[config.mk]
export PLATFORM = sky130hd
export DESIGN_NAME = apb_master_bridge
export DESIGN_NICKNAME = d
export VERILOG_FILES = /design/src/rtl/apb_master_bridge.sv
export SDC_FILE = /design/constraint.sdc
export NUM_CORES = 1
export LEC_CHECK = 0
export CAP_MARGIN = 20
export CORE_MARGIN = 4
export CORE_UTILIZATION = 37
export CTS_BUF_LIST = sky130_fd_sc_hd__clkbuf_4 sky130_fd_sc_hd__clkbuf_8
export CTS_CLUSTER_DIAMETER = 100
export CTS_CLUSTER_SIZE = 20
export DETAILED_ROUTE_END_ITERATION = 12
export PLACE_DENSITY_LB_ADDON = 0.05
export SLEW_MARGIN = 15
export SYNTH_ARGS = -nofsm -noshare
export SYNTH_HDL_FRONTEND = slang
export SYNTH_SLANG_ARGS = --single-unit
export TNS_END_PERCENT = 1
[constraint.sdc]
create_clock -name PCLK -period 1.8 [get_ports PCLK]
set_input_delay 0.45 -clock PCLK [delete_from_list [all_inputs] [get_ports PCLK]]
set_output_delay 0.45 -clock PCLK [all_outputs]
set_load 0.01 [all_outputs]
[src/rtl/apb_master_bridge.sv]
// Single-outstanding APB4 requester: a valid/ready command becomes one APB
// SETUP/ACCESS transfer, and the result returns on a valid/ready response stream.
module apb_master_bridge #(
  parameter int PADDR_SIZE = 8,
  parameter int PDATA_SIZE = 32,
  parameter int TIMEOUT    = 16,
  parameter int CNT_W      = 8
) (
  input  logic                    PCLK,
  input  logic                    PRESETn,
  // command stream
  input  logic                    cmd_valid,
  output logic                    cmd_ready,
  input  logic                    cmd_write,
  input  logic [PADDR_SIZE-1:0]   cmd_addr,
  input  logic [PDATA_SIZE-1:0]   cmd_wdata,
  input  logic [PDATA_SIZE/8-1:0] cmd_strb,
  // response stream
  output logic                    rsp_valid,
  input  logic                    rsp_ready,
  output logic [PDATA_SIZE-1:0]   rsp_rdata,
  output logic                    rsp_err,
  output logic                    rsp_timeout,
  // APB4 requester port
  output logic                    PSEL,
  output logic                    PENABLE,
  output logic [PADDR_SIZE-1:0]   PADDR,
  output logic                    PWRITE,
  output logic [PDATA_SIZE-1:0]   PWDATA,
  output logic [PDATA_SIZE/8-1:0] PSTRB,
  input  logic [PDATA_SIZE-1:0]   PRDATA,
  input  logic                    PREADY,
  input  logic                    PSLVERR
);

  typedef enum logic [1:0] {
    IDLE,
    SETUP,
    ACCESS,
    RESP
  } state_t;

  // Counter value on the last PREADY-low ACCESS cycle before the abort.
  localparam logic [CNT_W-1:0] TO_LAST = CNT_W'(TIMEOUT - 1);

  state_t           state;
  logic [CNT_W-1:0] wait_cnt;

  // NOTE: every state/output register is written with <= so all updates in
  // this block see the pre-edge values, independent of statement order.
  always_ff @(posedge PCLK or negedge PRESETn) begin
    if (!PRESETn) begin
      state       <= IDLE;
      wait_cnt    <= '0;
      cmd_ready   <= 1'b0;
      rsp_valid   <= 1'b0;
      rsp_rdata   <= '0;
      rsp_err     <= 1'b0;
      rsp_timeout <= 1'b0;
      PSEL        <= 1'b0;
      PENABLE     <= 1'b0;
      PADDR       <= '0;
      PWRITE      <= 1'b0;
      PWDATA      <= '0;
      PSTRB       <= '0;
    end else begin
      case (state)
        IDLE: begin
          cmd_ready <= 1'b1;
          if (cmd_valid && cmd_ready) begin
            // The command lands directly in the APB output registers;
            // reads drive zero data and strobes as APB4 requires.
            cmd_ready <= 1'b0;
            PADDR     <= cmd_addr;
            PWRITE    <= cmd_write;
            PWDATA    <= cmd_write ? cmd_wdata : '0;
            PSTRB     <= cmd_write ? cmd_strb  : '0;
            state     <= SETUP;
          end
        end

        SETUP: begin
          PSEL    <= 1'b1;
          PENABLE <= 1'b0;
          state   <= ACCESS;
        end

        ACCESS: begin
          if (!PENABLE) begin
            PENABLE <= 1'b1;
          end else if (PREADY) begin
            PSEL        <= 1'b0;
            PENABLE     <= 1'b0;
            rsp_rdata   <= PWRITE ? '0 : PRDATA;
            rsp_err     <= PSLVERR;
            rsp_timeout <= 1'b0;
            rsp_valid   <= 1'b1;
            state       <= RESP;
          end else if ((TIMEOUT != 0) && (wait_cnt == TO_LAST)) begin
            PSEL        <= 1'b0;
            PENABLE     <= 1'b0;
            wait_cnt    <= wait_cnt + CNT_W'(1);
            rsp_rdata   <= '0;
            rsp_err     <= 1'b1;
            rsp_timeout <= 1'b1;
            rsp_valid   <= 1'b1;
            state       <= RESP;
          end else begin
            wait_cnt <= wait_cnt + CNT_W'(1);
          end
        end

        RESP: begin
          if (rsp_ready) begin
            rsp_valid <= 1'b0;
            wait_cnt  <= '0;
            cmd_ready <= 1'b1;
            state     <= IDLE;
          end
        end

        default: state <= IDLE;
      endcase
    end
  end

endmodule

==> Word-level counts from Yosys, hierarchy flattened <==
Index checks and enable logic that the tools add are counted.
{ "word_totals": {"out_inout_bits": 83, "reg_bits": 93} }
{ "op_classes": {"muxes": 33, "n_reduce_logical": 13, "n_addsub": 1, "eq_ne": 9} }
{ "ops": {"columns": ["operator", "n"], "rows": [
  ["$mux W32", 4],
  ["$mux W8", 3],
  ["$pmux W8 S2", 1],
  ["$mux W1", 14],
  ["$reduce_and A4 Y1", 3],
  ["$mux W2", 5],
  ["$add A8 B1 Y8 const B", 1],
  ["$eq A8 B4 Y1 const B", 1],
  ["$ne A2 B2 Y1 const B", 4],
  ["$pmux W1 S2", 4],
  ["$pmux W2 S4", 1],
  ["$reduce_bool A2 Y1", 4],
  ["$reduce_and A3 Y1", 2],
  ["$eq A2 B2 Y1 const B", 2],
  ["$mux W4", 1],
  ["$reduce_and A2 Y1", 2],
  ["$ne A3 B3 Y1 const B", 1],
  ["$eq A2 B1 Y1 const B", 1],
  ["$logic_not A2 Y1", 1],
  ["$logic_and A1 B1 Y1", 1]
]} }

==> Logic depth before layout (Yosys ltp) <==
{ "logic_depth": {"ltp_word": 5, "mapped_depth": 7, "ltp_nobuf": 6} }

==> Worst setup path after synthesis <==
No wires, ideal clock.
{ "synth_path": {"kind": "reg2reg", "from": "register wait_cnt[5]", "to": "register state[1]", "n_path_buf": 0, "synth_period_minus_slack_ns": 1.867, "slack_ns": -0.067, "arrival_time_ns": 1.742, "required_time_ns": 1.675, "setup_time_ns": 0.125, "path_stages_with_launch": 5, "path_cell_list": "dfrtp_1 or3_4 or3_4 a311oi_4 mux2_4"} }
{ "synth_via": {"elab_chain_len": 3} }
{ "synth_lines": {"columns": ["element", "line", "rtl"], "rows": [
  ["start: declaration", "47", "logic [CNT_W-1:0] wait_cnt;"],
  ["start signal: assignment", "102", "wait_cnt <= wait_cnt + CNT_W'(1);"],
  ["start signal: assignment", "109", "wait_cnt <= wait_cnt + CNT_W'(1);"],
  ["$eq A8 B4 Y1", "99", "end else if ((TIMEOUT != 0) && (wait_cnt == TO_LAST)) begin"],
  ["$ne A3 B3 Y1 (no source line)", null, null],
  ["$reduce_and A4 Y1 (no source line)", null, null],
  ["end signal: assignment", "98", "state <= RESP;"],
  ["end signal: assignment", "107", "state <= RESP;"],
  ["end signal: assignment", "118", "state <= IDLE;"],
  ["end: declaration", "46", "state_t state;"]
]} }
No other way between the ends.
A chain may end at the register's enable or synchronous reset.

==> Worst setup path in the final report <==
Same ends and word-level chain as after synthesis.

==> metrics <==
outcome=finished with violations; violated checks=negative setup slack; summed negative setup slack over all endpoints=-44.8 ps; type of the worst min-delay path=flop to flop; longest individual stage delay on the worst path=400 ps; worst-case hold slack=approximately 500 ps; antenna fix cells=0; unrepaired setup endpoints after global routing=yes; Min-Delay Startpoint=PWDATA[19]; total standard cell area after synthesis=~3800 um^2; Core Area=9860 um^2; cell at the root of the clock tree=clkbuf_8; violation count after the first detailed-route iteration=around 140; Synth warnings=0; Mapped Avg Cell Area=between 10 and 15 um^2; sum of net half-perimeters after detailed placement=around 7500 um; Seq/Total Area, Yosys=61.8%; arrival time worst endpoint=roughly 2100 ps; number of enable flip-flop cells after synthesis=0; commonest non-fill, non-tap cell in the layout=clkdlybuf4s50_1; drc violations=0; critical path cell sequence=or3_4 -> or3_4 -> a311oi_4 -> mux2_4; Slew @ Worst Pin=around 380 ps; leading cell types in the layout, fill and taps excluded=clkdlybuf4s50_1, dfrtp_1, nand2_1, o21ai_0, a22o_1; post-synthesis async set-or-reset flop share=100%; total of endpoints with negative setup slack in the final report=1; number of buffers created by CTS=9; worst endpoint required time=roughly 2000 ps; DIE WIDTH=around 110 um; Static Leakage=between 2 and 3 nW; worst skew pair latency=350 ps; clock-pin slew on the worst setup and hold paths=about 90 ps; start of the worst register-to-register path=wait_cnt[5]; Post-Place Worst Slack=-351 ps; number of antenna violations at the first check in global routing=0; Net count, final=625; starting utilization of the core area=a little under two fifths; crit path capture type=flop; buffers and inverters on the worst path=0; maximum number of pins on one net before global-route repair=47; Clock Sink Count=93; Worst Hold Endpoint=PWDATA[19]; die area=around 12,000 um^2; global-route usage over all layers=between 15 and 20%; number of library cell types mapped by synthesis=34; Crit Path Class=flop to flop; post-detailed-route count of antenna-violating nets=0; I/O Buffers=~170; number of flip-flops and latches in the synthesized netlist=slightly above 90; Pins Over Slew Limit=0; CTS tree=done; most numerous cell on the critical path=or3_4; Layout Skew=roughly 11 ps; post-synthesis cell count=around 350; count of final hold-check violations=0; stages on the worst setup path=4; power after layout=between 9 and 10 mW; vias in the first global route=approximately 3,200; fraction of layout cells with a size suffix above 1=around 15%; Hold Path Cell Cnt=2; dominant synthesized flop cell=dfrtp_1; CTS H-tree depth=3; routed len/inst=between 15 and 20 um; final worst-path cycle share=102%; Critical Path Fanout Max=2; max-cap violations=0; post-layout minimum cycle time=between 1500 and 2000 ps; routed vias=3,209; via count normalized by instance count=around 4.7; final RePlAce weighted congestion=roughly 0.8; layout overhead on the synthesized area=63.0%; total wire length after detailed routing=around 10,000 um; synthesized netlist net count=approximately 430; final setup slack of the worst path=-44.8 ps; power density over cell area=roughly 1600 nW/um^2; buffer levels on the longest clock path=2; Critical Path Source Type=flop; cell with the biggest individual delay on the critical path=or3_4; worst-case reg-to-reg path depth=4; maximum vdd ir drop=slightly below 700 uV; die boundary height=roughly 110 um; aggregate global routing overflow=0; wire length of the first global-routing pass=between 15,000 and 20,000 um; f_max=around 540 MHz; minimum setup slack among reg-to-reg paths=-40 ps; first drt pass iteration count=4; max_slew headroom=between 70% and 80%; Cell Rows=36; gate family responsible for the most delay along the worst path=simple AND/OR/NAND/NOR gates; IO Count=between 150 and 200; Crit Reg-Reg Endpoint=state[1]
## synthesized netlist by cell type (all sizes together), types with 3 or more instances
| cell | number | area (um^2) |
|---|---|---|
| dfrtp | 93 | 2330 |
| nand2 | 86 | 323 |
| o21ai | 44 | 220 |
| a22o | 33 | 289 |
| clkbuf | 21 | 80.1 |
| mux2 | 10 | 116 |
| nor2 | 6 | 22.5 |
| inv | 5 | 18.8 |
| nand3 | 5 | 25.0 |
| or3 | 5 | 41.3 |
| ha | 4 | 50.1 |
| nand3b | 4 | 30.0 |
| a21oi | 3 | 15.0 |
| nand2b | 3 | 18.8 |
| nand4 | 3 | 18.8 |
| o211ai | 3 | 22.5 |
## routing by layer
| layer | wire length (um) | part of all wire (%) | track usage, % | vias up |
|---|---|---|---|---|
| met5 | 0 | 0 | 0 | - |
| met4 | 92 | 0.90 | 5.95 | 0 |
| met3 | 734 | 7.2 | 3.97 | 7 |
| met2 | 4830 | 47 | 26.5 | 98 |
| met1 | 4580 | 45 | 24.1 | 1519 |
| li1 | - | - | - | 1585 |
## registers in the layout, summed over array words and instances (netlist names)
register and count:
PADDR 8, PENABLE 1, PSEL 1, PSTRB 4, PWDATA 32, PWRITE 1, cmd_ready 1, rsp_err 1
rsp_rdata 32, rsp_timeout 1, rsp_valid 1, state 2, wait_cnt 8
## logic make-up (layout without fill, tap and decap cells)
| logic type | Yosys count | in the layout | synth area share, % |
|---|---|---|---|
| simple gates | 120 | 120 | 14.2 |
| buf+inv | 27 | 225 | 2.72 |
| flops | 93 | 93 | 61.8 |
| mux | 10 | 10 | 3.09 |
| compound gates | 91 | 91 | 16.9 |
| fa+ha+maj | 4 | 4 | 1.33 |
## tightest hold or removal path: stages (launching register included)
cell and delay [ps]:
dfrtp_1 350, nand2_1 40, o21ai_0 60
## cell type report
type	count	area, um^2
fillers	837	3720
multi-input cells	225	1390
well taps	133	166
clock buffers	9	124
flip-flops and latches	93	2330
inverters	5	18.8
clock inverters	7	73.8
repair buffers	204	2040
## what timing repair did
item	CTS	global route
hold buffers	1	0
gates resized for setup	5	7
pin swaps	1	3
hold endpoints to repair	11	0
setup endpoints to repair	6	38
buffers inserted	2	2
## power by group
| group | internal, mW | leakage [nW] | switching (mW) | total (mW) |
|---|---|---|---|---|
| sequential | 3.02 | 1.17 | 0.522 | 3.54 |
| combinational | 2.75 | 1.46 | 1.92 | 4.67 |
| clock | 0.647 | 0.0996 | 0.737 | 1.38 |
## through the flow
stage / util (%) / area, um^2 / cells
floorplan: - / 3770 / 345
global placement: 59.5 / 5870 / 655
detailed placement: 59.5 / 5870 / 655
CTS: 61.7 / 6090 / 674
global route: 62.2 / 6140 / 676
finish: 62.2 / 6140 / 676
## worst max-delay path by stage
stage | slack (ps) | to | from
detailed placement | -350 | wait_cnt[7] | PREADY
finish | -40 | state[1] | wait_cnt[5]
floorplan | -70 | state[1] | wait_cnt[5]
CTS | -50 | state[1] | wait_cnt[5]
global route | -90 | wait_cnt[7] | state[1]
global placement | -330 | wait_cnt[7] | PREADY
No activity file was read; power rests on OpenSTA's default activity.
